[src/rtl/pc_stack.sv]
// Program counter with a circular hardware return-address stack.
// Redirects (load, call, ret) land on target + 1 to match the fetch pipeline.
module pc_stack #(
  parameter int unsigned NBITS  = 8,
  parameter int unsigned SDEPTH = 8,
  localparam int unsigned SBITS = $clog2(SDEPTH + 1)
) (
  input  logic             clk,
  input  logic             rst,
  input  logic             en,
  input  logic             load,
  input  logic             call,
  input  logic             ret,
  input  logic [NBITS-1:0] data,
  output logic [NBITS-1:0] addr,
  output logic [NBITS-1:0] top,
  output logic [SBITS-1:0] depth,
  output logic             ovf,
  output logic             unf,
  output logic             err
);

  localparam int unsigned PBITS = (SDEPTH > 1) ? $clog2(SDEPTH) : 1;

  logic [NBITS-1:0] cnt_q, cnt_d;
  logic [PBITS-1:0] sp_q, sp_d;
  logic [SBITS-1:0] depth_q, depth_d;
  logic             ovf_q, ovf_d;
  logic             unf_q, unf_d;
  logic             err_q, err_d;
  logic [NBITS-1:0] stack_q [SDEPTH];

  logic [PBITS-1:0] sp_inc, sp_dec;
  logic             push;
  logic             empty, full;

  // Stack pointer neighbours, wrapped explicitly so non-power-of-two depths work.
  always_comb begin
    sp_inc = (sp_q == PBITS'(SDEPTH - 1)) ? '0 : sp_q + PBITS'(1);
    sp_dec = (sp_q == '0) ? PBITS'(SDEPTH - 1) : sp_q - PBITS'(1);
    empty  = (depth_q == '0);
    full   = (depth_q == SBITS'(SDEPTH));
  end

  // Next-state decode: ret > call > load > increment, all gated by en.
  always_comb begin
    cnt_d   = cnt_q;
    sp_d    = sp_q;
    depth_d = depth_q;
    ovf_d   = ovf_q;
    unf_d   = unf_q;
    err_d   = err_q;
    push    = 1'b0;
    if (en) begin
      if (call && ret) err_d = 1'b1;
      if (ret) begin
        if (!empty) begin
          sp_d    = sp_dec;
          depth_d = depth_q - SBITS'(1);
          cnt_d   = stack_q[sp_dec] + NBITS'(1);
        end else begin
          cnt_d = cnt_q + NBITS'(1);
          unf_d = 1'b1;
        end
      end else if (call) begin
        // A full stack still takes the push, overwriting the oldest entry.
        push  = 1'b1;
        sp_d  = sp_inc;
        cnt_d = data + NBITS'(1);
        if (full) ovf_d = 1'b1;
        else      depth_d = depth_q + SBITS'(1);
      end else if (load) begin
        cnt_d = data + NBITS'(1);
      end else begin
        cnt_d = cnt_q + NBITS'(1);
      end
    end
  end

  // Control state and sticky flags, cleared asynchronously.
  always_ff @(posedge clk or posedge rst) begin
    if (rst) begin
      cnt_q   <= '0;
      sp_q    <= '0;
      depth_q <= '0;
      ovf_q   <= 1'b0;
      unf_q   <= 1'b0;
      err_q   <= 1'b0;
    end else begin
      cnt_q   <= cnt_d;
      sp_q    <= sp_d;
      depth_q <= depth_d;
      ovf_q   <= ovf_d;
      unf_q   <= unf_d;
      err_q   <= err_d;
    end
  end

  // Stack storage is not reset; depth alone marks which entries are valid.
  always_ff @(posedge clk) begin
    if (push) stack_q[sp_q] <= cnt_q;
  end

  // Outputs come straight from registered state.
  always_comb begin
    addr  = cnt_q;
    top   = empty ? '0 : stack_q[sp_dec];
    depth = depth_q;
    ovf   = ovf_q;
    unf   = unf_q;
    err   = err_q;
  end

endmodule
[config.mk]
export PLATFORM = sky130hd
export DESIGN_NAME = pc_stack
export DESIGN_NICKNAME = d
export VERILOG_FILES = /design/src/rtl/pc_stack.sv
export SDC_FILE = /design/constraint.sdc
export NUM_CORES = 1
export LEC_CHECK = 0
export ABC_AREA = 1
export CORE_ASPECT_RATIO = 1.2
export CORE_MARGIN = 1.5
export CORE_UTILIZATION = 27
export CTS_BUF_LIST = sky130_fd_sc_hd__clkbuf_8
export CTS_CLUSTER_SIZE = 8
export DETAILED_ROUTE_END_ITERATION = 10
export GPL_TIMING_DRIVEN = 1
export PLACE_DENSITY_LB_ADDON = 0.2
export SETUP_SLACK_MARGIN = 0.02
export SYNTH_ARGS = -nofsm -noshare
export SYNTH_HDL_FRONTEND = slang
export SYNTH_SLANG_ARGS = --single-unit
[constraint.sdc]
create_clock -name clk -period 6.5 [get_ports clk]
set_input_delay 1.3 -clock clk [delete_from_list [all_inputs] [get_ports clk]]
set_output_delay 1.3 -clock clk [all_outputs]
set_load 0.005 [all_outputs]
# --- Word level (Yosys, flattened, before mapping) ---
# Memories as Yosys holds them, arrays and structs flattened.
# Index checks and enable logic that the tools add are counted.
totals:
  reg_bits: 18
  latchBits: 0
  mem_bits_rw: 64
  mem_bits_ro: 0
  in_bits: 14
  out_inout_bits: 23
  word_cells: 47
  n_memories: 1
mem_list:
  columns: ["name", "depth", "word_bits", "read_ports", "rd_clocked_by_memory_dff", "wr", "line_no", "source"]
  rows:
  - ["stack_q", 8, 8, 1, 0, 1, "31", "logic [NBITS-1:0] stack_q [SDEPTH];"]
op_classes:
  add_sub_neg: 7
  multipliers: 0
  div_mod_pow: 0
  magnitude_cmp: 0
  n_eq_ne: 4
  shift: 0
  mux: 19
  bitwise_logic: 1
  reduce_logical: 9
op_table:
  columns: ["cell", "n"]
  rows:
  - ["8-bit two-way mux", 5]
  - ["8-bit by 1-bit adder with 8-bit output, second input constant", 3]
  - ["4-bit two-way mux", 4]
  - ["3-bit two-way mux", 5]
  - ["4-bit AND reduction", 2]
  - ["3-bit AND reduction", 2]
  - ["1-bit two-way mux", 5]
  - ["4-bit by 1-bit adder with 4-bit output, second input constant", 1]
  - ["4-bit equality test, second input constant", 1]
  - ["4-bit logical NOT", 1]
  - ["2-bit inequality test, second input constant", 2]
  - ["4-bit by 1-bit subtractor with 4-bit output, second input constant", 1]
  - ["3-bit by 1-bit adder with 3-bit output, second input constant", 1]
  - ["3-bit equality test, second input constant", 1]
  - ["3-bit logical NOT", 1]
  - ["3-bit by 1-bit subtractor with 3-bit output, second input constant", 1]
  - ["2-bit AND reduction", 1]
  - ["2-bit nonzero test", 1]
  - ["1-bit logical AND", 1]
  - ["1-bit inverter", 1]

# --- Depth between registers and ports, before layout ---
# Gate-level depths: netlist of the first run.
# An unclocked memory read counts as a cell.
logic_depth:
  ltp_word: 6
  mapped_depth: 19
  ltp_nobuf: 17

# --- Least setup slack after synthesis of the first run ---
# No wires, ideal clock.
synth_timing:
  kind: "reg2out"
  from: "reg sp_q[0]"
  to: "out top[3]"
  t_arrival_ns: 1.713
  required_time_ns: 5.200
  setup_slack_ns: 3.487
  path_stages_with_launch: 14
  path_buffers: 2
  cell_sequence: "dfrtp_1 -> buf_4 -> inv_2 -> ha_1 -> ha_1 -> inv_2 -> nand2_2 -> buf_2 -> nand2_1 -> nand3_1 -> nand3_1 -> nand2_2 -> inv_2 -> nor2_1"
synth_via:
  elab_chain_len: 4
  word_cells_on_any_way: 5
  classes_between: "1 x add/sub; 2 x mux; 1 x reduce/logical; 1 x memory"
synth_rtl:
  columns: ["element", "line_no", "source"]
  rows:
  - ["start: declaration", "26", "logic [PBITS-1:0] sp_q, sp_d;"]
  - ["start signal: assignment", "91", "sp_q <= sp_d;"]
  - ["3-bit by 1-bit subtractor with 3-bit output or 3-bit logical NOT (tied branches)", "40", "sp_dec = (sp_q == '0) ? PBITS'(SDEPTH - 1) : sp_q - PBITS'(1);"]
  - ["3-bit two-way mux (*)", "40", null]
  - ["memory read 8 x 8 bit (*)", null, null]
  - ["8-bit two-way mux (*)", "107", "top = empty ? '0 : stack_q[sp_dec];"]
  - ["end: declaration", "16", "output logic [NBITS-1:0] top,"]
# Mark *: on every way between the ends. The rest lies on a longest branch, timed or not.

# --- Worst setup path in the final report of the first run ---
layout_timing:
  from: "reg sp_q[0]"
  to: "out top[6]"
# The elaborated chain is that of the path after synthesis.

==> out/metrics.yaml, run 1 <==
min_path:
  holdPathStages: 1
  hold_class: "reg2reg"
timing:
  finalHoldViolations: 0
  maxSlewViolCount: 0
  rsz0062_at_grt: "no"
  period_needed_ns: 5.15
  fin_tns_setup_ns: 0
  slew_headroom_pct: 29.3
  finalSetupViolations: 0
  max_freq_mhz: 194
  tightest_slew_ns: 1.06
  timing.final.crit_share_pct: 79.2
  fin_skew_ns: 0.0121
  holdWs_ns: 0.467
clock_network:
  holdBufCountCts: 0
  insertion_delay_ns: 0.35
  clk_pin_slew_worst_paths_ns: 0.08
  tritoncts: "yes"
  h-tree-depth: 3
  post_cts_resized: 0
  cts_setup_buffers: 0
  numCtsBuffers: 9
  clk_path_buf_depth: 2
  cts.sinks: 82
  root_buffer: "clkbuf_8"
finish:
  diodes: 0
  syn2layout_area_growth_pct: 18.0
  nets: 490
  layout_commonest_cell: "nand2_1"
  layout.cells.non_filler: 675
  mostFrequentLayoutCells: "nand2_1, nand3_1, edfxtp_1"
  post_route_cells_drive_above_1_share_pct: 5.31
critical_path:
  required_ns: 5.20
  worstSetupPathDepth: 12
  critPathLaunchType: "flip-flop"
  reg2regPathDepth: 15
  end_kind: "output port"
  path_cells: "inv_2 -> ha_1 -> ha_1 -> inv_2 -> nand2_2 -> nand2_1 -> nand3_1 -> nand3_1 -> nand2_1 -> inv_1 -> nor2_1 -> clkdlybuf4s50_1"
  crit_slowest_cell: "dfrtp_1"
  path_delay_family: "simple AND/OR/NAND/NOR gates"
  crit_type: "reg2out"
  max_stage_delay_ns: 0.96
  critPathMaxFanout: 32
  crit_arrival_ns: 3.85
  worst-path-buf-inv: 4
synthesis:
  ys_seq_elements: 82
  synth.avg_cell_area_um2: 9.40
  seq_area_frac_synth_pct: 58.0
  syn_nets: 459
  syn-cell-area_mm2: 0.00409
  syn_inst: 435
  synth.distinct_cells: 34
  yosys_warnings: 0
outcome:
  status: "finished clean"
die:
  die_x_um: 115
  io_pins: 37
  placement_rows: 49
  die_area_mm2: 0.0159
  initial_core_util_pct: 27.5
  core_area_mm2: 0.0149
  die_y_um: 138
drt:
  routed_via_density: 4.71
  first_pass_iters: 5
  drt-wirelength-per-cell_um: 16.1
  vias: 3177
  antenna_left: 0
  drc: 0
  routed_wl_um: 10900
  drt-initial-drc-count: 221
place:
  gp_congestion: 0.828
  port_buffers: 36
  dp_cells: 659
  dpl.hpwl_um: 7630
power:
  power_density_mw_per_mm2: 539
  p_leak_nw: 1.94
  worst_ir_drop_vdd_mv: 0.193
global_route:
  antenna_found_initial: 0
  grt_pass1_wl_um: 17000
  track_usage_pct: 14.5
  overflow: 0
  grt_pass1_vias: 3115
  grt_max_degree: 33
run:
  cap_violations: 0
where the power goes:
part,leakage [nW],switching [mW],internal (mW)
Clock,0.116,0.178,0.210
Sequential,0.786,0.154,0.695
Combinational,1.04,0.819,0.542
Total,1.94,1.15,1.45
cell usage after synthesis:
cell | count | area share (%)
a21o_1 | 1 | 0.18
a21oi_1 | 12 | 1.5
a221oi_1 | 1 | 0.21
a22oi_1 | 1 | 0.18
a31oi_1 | 4 | 0.61
buf_1 | 1 | 0.092
buf_2 | 10 | 1.2
buf_4 | 1 | 0.18
buf_6 | 1 | 0.28
clkbuf_1 | 3 | 0.28
dfrtp_1 | 18 | 11
edfxtp_1 | 64 | 47
fa_1 | 1 | 0.49
ha_1 | 9 | 2.8
inv_1 | 40 | 3.7
inv_2 | 5 | 0.46
nand2_1 | 96 | 8.8
nand2_2 | 3 | 0.46
nand3_1 | 85 | 10
nand4_1 | 3 | 0.46
nor2_1 | 36 | 3.3
nor2_2 | 2 | 0.31
nor2_4 | 1 | 0.28
nor4_1 | 1 | 0.15
o211ai_1 | 3 | 0.55
o21ai_0 | 11 | 1.3
o21ai_1 | 5 | 0.61
o21bai_1 | 1 | 0.18
o221ai_1 | 1 | 0.21
o22ai_1 | 2 | 0.31
or2_1 | 1 | 0.15
or2_2 | 3 | 0.46
xnor2_1 | 3 | 0.64
xor2_1 | 6 | 1.3
cells by family after synthesis:
| group | share of synthesized area [%] |
|---|---|
| adder cells (fa/ha/maj) | 3.24 |
| AND/OR/NAND/NOR | 24.8 |
| AO/OA/AOI/OAI | 5.87 |
| flip-flops | 58.0 |
| XOR/XNOR | 1.93 |
| buffers and inverters | 6.18 |
cell type report:
type | count | area [µm²]
Clock buffer | 9 | 124
Clock inverter | 7 | 78.8
Fill cell | 1524 | 10100
Inverter | 45 | 169
Multi-Input combinational cell | 292 | 1470
Sequential cell | 82 | 2370
Tap cell | 204 | 255
Timing Repair Buffer | 36 | 360
routing by layer:
metal,global-route usage (%),vias up,wire (µm)
li1,-,1542,-
met1,17.9,1509,4760
met2,25.0,110,5310
met3,2.55,16,573
met4,6.04,0,231
met5,0,-,0
metrics by stage:
step / setup WS, ns / instance area, µm² / power, mW / util [%]
global placement: 1.82 / 4620 / 2.21 / 31.0
global route: 1.07 / 4820 / 2.81 / 32.4
floorplan: 3.49 / 4090 / 1.66 / -
detailed placement: 1.75 / 4620 / 2.21 / 31.0
CTS: 1.34 / 4820 / 2.60 / 32.4
finish: 1.35 / 4820 / 2.60 / 32.4
state kept, by name (all words and copies together) (netlist names):
name / count
stack_q: 64
err: 1
sp_q: 3
ovf: 1
depth: 4
unf: 1
addr: 8
path summary, 6_finish.rpt:
| kind | start | end | slack [ns] |
|---|---|---|---|
| min reg2reg | ovf$_DFFE_PP0P_ | ovf$_DFFE_PP0P_ | 0.47 |
| min | ovf$_DFFE_PP0P_ | ovf$_DFFE_PP0P_ | 0.47 |
| max in group asynchronous | rst | addr[4]$_DFFE_PP0P_ | 4.63 |
| max reg2reg | sp_q[0]$_DFFE_PP0P_ | addr[2]$_DFFE_PP0P_ | 2.78 |
| max | sp_q[0]$_DFFE_PP0P_ | top[6] | 1.35 |
| min in group asynchronous | rst | depth[2]$_DFFE_PP0P_ | 1.38 |
Power figures use the tool's default switching activity.
==> run 2: changes to the inputs <==
==> constraint.sdc (replaced) <==
create_clock -name clk -period 4.1 [get_ports clk]
set_input_delay 0.82 -clock clk [delete_from_list [all_inputs] [get_ports clk]]
set_output_delay 0.82 -clock clk [all_outputs]
set_load 0.005 [all_outputs]
==> out/metrics.yaml, run 2 (synthesis gave the netlist of run 1 again) <==
outcome:
  status: "finished clean"
drt:
  drt-initial-drc-count: 164  # -26%
  antenna_left: 0  # unchanged
  drt-wirelength-per-cell_um: 16.5  # +2.1%
  routed_via_density: 4.67  # -0.88%
  routed_wl_um: 11300  # +3.5%
  vias: 3191  # +0.44%
  drc: 0  # unchanged
  first_pass_iters: 4  # -1
min_path:
  hold_class: "reg2reg"
global_route:
  track_usage_pct: 15.2  # +0.69 points
  grt_pass1_vias: 3290  # +5.6%
  grt_pass1_wl_um: 17900  # +5.0%
  antenna_found_initial: 0  # unchanged
  grt_max_degree: 33  # unchanged
  overflow: 0  # unchanged
timing:
  maxSlewViolCount: 0  # unchanged
  finalHoldViolations: 0  # unchanged
  max_freq_mhz: 262
  period_needed_ns: 3.81
  fin_tns_setup_ns: 0  # unchanged
  finalSetupViolations: 0  # unchanged
  postLayoutSetupSlackWorst_ns: 0.287  # -1.07 ns
  tightest_slew_ns: 0.847  # -0.209 ns
  rsz0062_at_grt: "no"
  slew_headroom_pct: 43.3  # +14 points
  timing.final.crit_share_pct: 93.0
  fin_skew_ns: 0.0201  # +0.00801 ns
finish:
  mostFrequentLayoutCells: "nand2_1, nand3_1, edfxtp_1"
  largest_register: "stack_q"
  post_route_cells_drive_above_1_share_pct: 7.71  # +2.4 points
  seqCellArea_mm2: 0.00237  # unchanged
  n_fill_cell: 1559  # +2.3%
  nets: 499  # +1.8%
  fin_area_mm2: 0.00485  # +0.57%
  diodes: 0  # unchanged
  largest_reg_flops: 64  # unchanged
  syn2layout_area_growth_pct: 18.6
  multi_input_area_mm2: 0.00147  # unchanged
  layout_commonest_cell: "nand2_1"
critical_path:
  crit_arrival_ns: 2.99  # -0.86 ns
  critPathLaunchType: "flip-flop"
  path_cells: "inv_1 -> ha_1 -> ha_1 -> inv_2 -> nand2_2 -> nand2_1 -> nand3_1 -> nand3_1 -> nand2_2 -> inv_2 -> nor2_1 -> clkdlybuf4s50_1"
  crit_slowest_cell: "clkdlybuf4s50_1"
  crit_type: "reg2out"
  end_kind: "output port"
  required_ns: 3.28  # -1.92 ns
  max_stage_delay_ns: 0.55  # -0.41 ns
  critPathMaxFanout: 32  # unchanged
clock_network:
  post_cts_resized: 0  # unchanged
  clk_path_buf_depth: 2  # unchanged
  cts_setup_buffers: 0  # unchanged
  h-tree-depth: 3  # unchanged
  insertion_delay_ns: 0.36  # about the same
  holdBufCountCts: 0  # unchanged
  numCtsBuffers: 9  # unchanged
  tritoncts: "yes"
  cts.sinks: 82  # unchanged
  clk_pin_slew_worst_paths_ns: 0.09  # about the same
  root_buffer: "clkbuf_8"
place:
  port_buffers: 36  # unchanged
  place_area_mm2: 0.00469  # +1.5%
  gp_congestion: 0.876  # +5.8%
  dpl.hpwl_um: 7990  # +4.8%
  dp_slack_ns: 0.673  # -1.07 ns
die:
  io_pins: 37  # unchanged
  initial_core_util_pct: 27.5  # unchanged
  core_area_mm2: 0.0149  # unchanged
  placement_rows: 49  # unchanged
  die_y_um: 138  # unchanged
  die_area_mm2: 0.0159  # unchanged
  die_x_um: 115  # unchanged
power:
  power_density_mw_per_mm2: 839  # +56%
  p_total_mw: 4.07  # +57%
  p_leak_nw: 1.96  # +1.1%
  worst_ir_drop_vdd_mv: 0.417  # +120%
run:
  cap_violations: 0  # unchanged
[run 2: cell count changes in the layout (fill, tap and decap cells not counted), sizes merged]
cell / previous run / this run
buf: 0 / 9
inv: 49 / 47
bufinv: 2 / 0
clkinv: 1 / 4
clkinvlp: 0 / 1
[run 2: critical path, delay by kind of cell (launching register included)]
kind / cells / cell delay [ns]
DFF: 1 / 0.41
buffers and inverters: 4 / 0.75
and+or+nand+nor: 6 / 1.11
adders and majority gates: 2 / 0.34
[run 2: path summary, 6_finish.rpt]
| kind | startpoint | end | slack, ns | depth (start not counted) |
|---|---|---|---|---|
| max | sp_q[1]$_DFFE_PP0P_ | top[3] | 0.29 | 12 |
| min | unf$_DFFE_PP0P_ | unf$_DFFE_PP0P_ | 0.47 | 1 |
| max reg2reg | sp_q[1]$_DFFE_PP0P_ | addr[6]$_DFFE_PP0P_ | 1.42 | 17 |
| min reg2reg | unf$_DFFE_PP0P_ | unf$_DFFE_PP0P_ | 0.47 | 1 |
| max in group asynchronous | rst | addr[2]$_DFFE_PP0P_ | 2.71 | 2 |
| min in group asynchronous | rst | depth[3]$_DFFE_PP0P_ | 0.88 | 2 |
[run 2: area by class of cell]
type / instances / area share, %
Clock inverter: 7 / 0.799
Timing Repair Buffer: 45 / 8.82
Tap cell: 204 / 5.26
Clock buffer: 9 / 2.55
Inverter: 45 / 3.48
Sequential cell: 82 / 48.9
Multi-Input combinational cell: 292 / 30.2
[run 2: layer usage]
metal  up-vias  global-route usage (%)  share of wire, %  routed length [µm]
met5         -                       0                 0                   0
li1       1557                       -                 -                   -
met4         0                    6.24               2.7                 306
met3        17                    2.16               4.3                 489
met2        95                    27.5                51                5770
met1      1522                    18.0                42                4690
[run 2: stage by stage]
| stage | util (%) | hold slack (ns) | std cells |
|---|---|---|---|
| 2_1_floorplan | - | 0.451 | 435 |
| 3_3_place_gp | 31.5 | 0.454 | 668 |
| 3_5_place_dp | 31.5 | 0.452 | 668 |
| 4_1_cts | 32.6 | 0.478 | 684 |
| 5_1_grt | 32.6 | 0.501 | 684 |
| 6_report | 32.6 | 0.474 | 684 |
[run 2: where the power goes]
part           internal (mW)  switching [mW]  total, mW
logic                  0.889            1.36       2.25
clock network          0.213           0.293      0.507
registers               1.10           0.210       1.31
total                   2.20            1.87       4.07
==> run 3: changes to the inputs <==
--- a/config.mk
+++ b/config.mk
@@ -13,8 +13,10 @@
 export CTS_CLUSTER_SIZE = 8
 export DETAILED_ROUTE_END_ITERATION = 10
 export GPL_TIMING_DRIVEN = 1
+export MAX_ROUTING_LAYER = met4
 export PLACE_DENSITY_LB_ADDON = 0.2
 export SETUP_SLACK_MARGIN = 0.02
 export SYNTH_ARGS = -nofsm -noshare
 export SYNTH_HDL_FRONTEND = slang
 export SYNTH_SLANG_ARGS = --single-unit
+export TNS_END_PERCENT = 1
==> out/metrics.yaml, run 3 (synthesis gave the netlist of run 1 again) <==
outcome:
  status: "finished clean"
critical_path:
  path_cells: "inv_1 -> ha_1 -> ha_1 -> inv_2 -> nand2_2 -> nand2_1 -> nand3_1 -> nand3_1 -> nand2_1 -> inv_1 -> nor2_1 -> clkdlybuf4s50_1"
  end_kind: "output port"
  crit_type: "reg2out"
  critPathLaunchType: "flip-flop"
  crit_slowest_cell: "clkdlybuf4s50_1"
  crit_arrival_ns: 2.96  # -0.03 ns
  max_stage_delay_ns: 0.53  # -0.02 ns
  required_ns: 3.28  # about the same
  critPathMaxFanout: 32  # unchanged
drt:
  drt-wirelength-per-cell_um: 16.6  # +0.62%
  routed_wl_um: 11300  # +0.76%
  antenna_left: 0  # unchanged
  routed_via_density: 4.62  # -0.93%
  first_pass_iters: 5  # +1
  drt-initial-drc-count: 217  # +32%
  drc: 0  # unchanged
  vias: 3166  # -0.78%
global_route:
  track_usage_pct: 15.6  # +0.35 points
  grt_pass1_wl_um: 17600  # -1.9%
  overflow: 0  # unchanged
  grt_max_degree: 33  # unchanged
  antenna_found_initial: 0  # unchanged
  grt_pass1_vias: 3219  # -2.2%
power:
  power_frac_seq_pct: 31.0  # -1.2 points
  clock_power_share_pct: 15.3  # +2.9 points
  worst_ir_drop_vdd_mv: 0.450  # +7.9%
  p_leak_nw: 1.99  # +1.7%
  p_sw_share_pct: 44.3  # -1.5 points
  power_density_mw_per_mm2: 859  # +2.3%
  p_sw_mw: 1.87  # +0.24%
  share_comb_of_total_power_pct: 53.6  # -1.7 points
  intPower_mw: 2.35  # +6.6%
finish:
  nets: 500  # +0.20%
  largest_reg_flops: 64  # unchanged
  post_route_cells_drive_above_1_share_pct: 7.90  # +0.19 points
  syn2layout_area_growth_pct: 20.2
  n_fill_cell: 1553  # -0.38%
  largest_register: "stack_q"
  diodes: 0  # unchanged
  layout_commonest_cell: "nand2_1"
  mostFrequentLayoutCells: "nand2_1, nand3_1, edfxtp_1"
timing:
  fin_tns_setup_ns: 0  # unchanged
  rsz0062_at_grt: "no"
  maxSlewViolCount: 0  # unchanged
  holdWs_ns: 0.480  # +0.00629 ns
  finalHoldViolations: 0  # unchanged
  tightest_slew_ns: 0.906  # +0.0584 ns
  finalSetupViolations: 0  # unchanged
  timing.final.crit_share_pct: 92.3  # -0.74 points
  period_needed_ns: 3.78  # -0.0305 ns
  slew_headroom_pct: 39.4  # -3.9 points
  max_freq_mhz: 264  # +0.81%
  fin_skew_ns: 0.0163  # -0.00380 ns
run:
  cap_violations: 0  # unchanged
clock_network:
  cts.sinks: 82  # unchanged
  clk_pin_slew_worst_paths_ns: 0.08  # about the same
  insertion_delay_ns: 0.36  # about the same
  h-tree-depth: 3  # unchanged
  numCtsBuffers: 9  # unchanged
  root_buffer: "clkbuf_8"
  holdBufCountCts: 0  # unchanged
  post_cts_resized: 0  # unchanged
  clk_path_buf_depth: 2  # unchanged
  tritoncts: "yes"
  cts_setup_buffers: 0  # unchanged
die:
  placement_rows: 49  # unchanged
  initial_core_util_pct: 27.5  # unchanged
  core_area_mm2: 0.0149  # unchanged
  die_x_um: 115  # unchanged
  die_y_um: 138  # unchanged
  io_pins: 37  # unchanged
  die_area_mm2: 0.0159  # unchanged
place:
  dpl.hpwl_um: 8060  # +0.86%
  gp_congestion: 0.921  # +5.2%
  port_buffers: 36  # unchanged
min_path:
  hold_class: "reg2reg"
run 3: per-layer routing:
layer,global-route usage [%],up-vias,part of all wire [%],wire (µm)
li1,-,1560,-,-
met1,17.3,1492,41,4680
met2,27.3,94,52,5930
met3,2.64,20,3.9,444
met4,6.86,0,2.5,283
met5,-,-,0,0
run 3: path summary, 6_finish.rpt:
path	from	endpoint	slack (ns)	cells past startpoint
hold / removal	unf$_DFFE_PP0P_	unf$_DFFE_PP0P_	0.48	1
setup reg to reg	sp_q[1]$_DFFE_PP0P_	addr[5]$_DFFE_PP0P_	1.39	15
min in group asynchronous	rst	depth[3]$_DFFE_PP0P_	0.89	2
hold reg to reg	unf$_DFFE_PP0P_	unf$_DFFE_PP0P_	0.48	1
max in group asynchronous	rst	addr[2]$_DFFE_PP0P_	2.70	2
setup / recovery	sp_q[1]$_DFFE_PP0P_	top[4]	0.32	12
run 3: cell type report:
type,count,area [µm²],area share (%)
tap,204,255,5.19
timing repair buffer,46,435,8.86
clock inverter,6,81.3,1.65
clock buffer,10,138,2.80
sequential,82,2370,48.3
inverter,45,169,3.44
multi-input combinational,292,1470,29.8
run 3: worst max-delay path: cells and delay by family (launching register included):
kind	cells	cell delay, ns
AND/OR/NAND/NOR	6	1.05
flip-flops	1	0.42
buffers and inverters	4	0.79
adder cells (fa/ha/maj)	2	0.34
run 3: per-stage QoR:
| step | util (%) | cells | cell area [µm²] | power [mW] | setup slack (ns) |
|---|---|---|---|---|---|
| global placement | 31.5 | 669 | 4700 | 3.58 | 0.783 |
| global route | 33.0 | 685 | 4920 | 4.56 | 0.0245 |
| floorplan | - | 435 | 4090 | 2.63 | 1.57 |
| CTS | 33.0 | 685 | 4920 | 4.24 | 0.336 |
| finish | 33.0 | 685 | 4920 | 4.22 | 0.317 |
| detailed placement | 31.5 | 669 | 4700 | 3.58 | 0.738 |
run 3: power by group through the flow:
stage                     logic (mW)  clock network [mW]  registers, mW
after floorplan                 1.38                   0           1.25
after global placement          2.25                   0           1.33
after detailed placement        2.25                   0           1.33
after CTS                       2.26               0.661           1.32
after global routing            2.52               0.691           1.34
final                           2.26               0.646           1.31
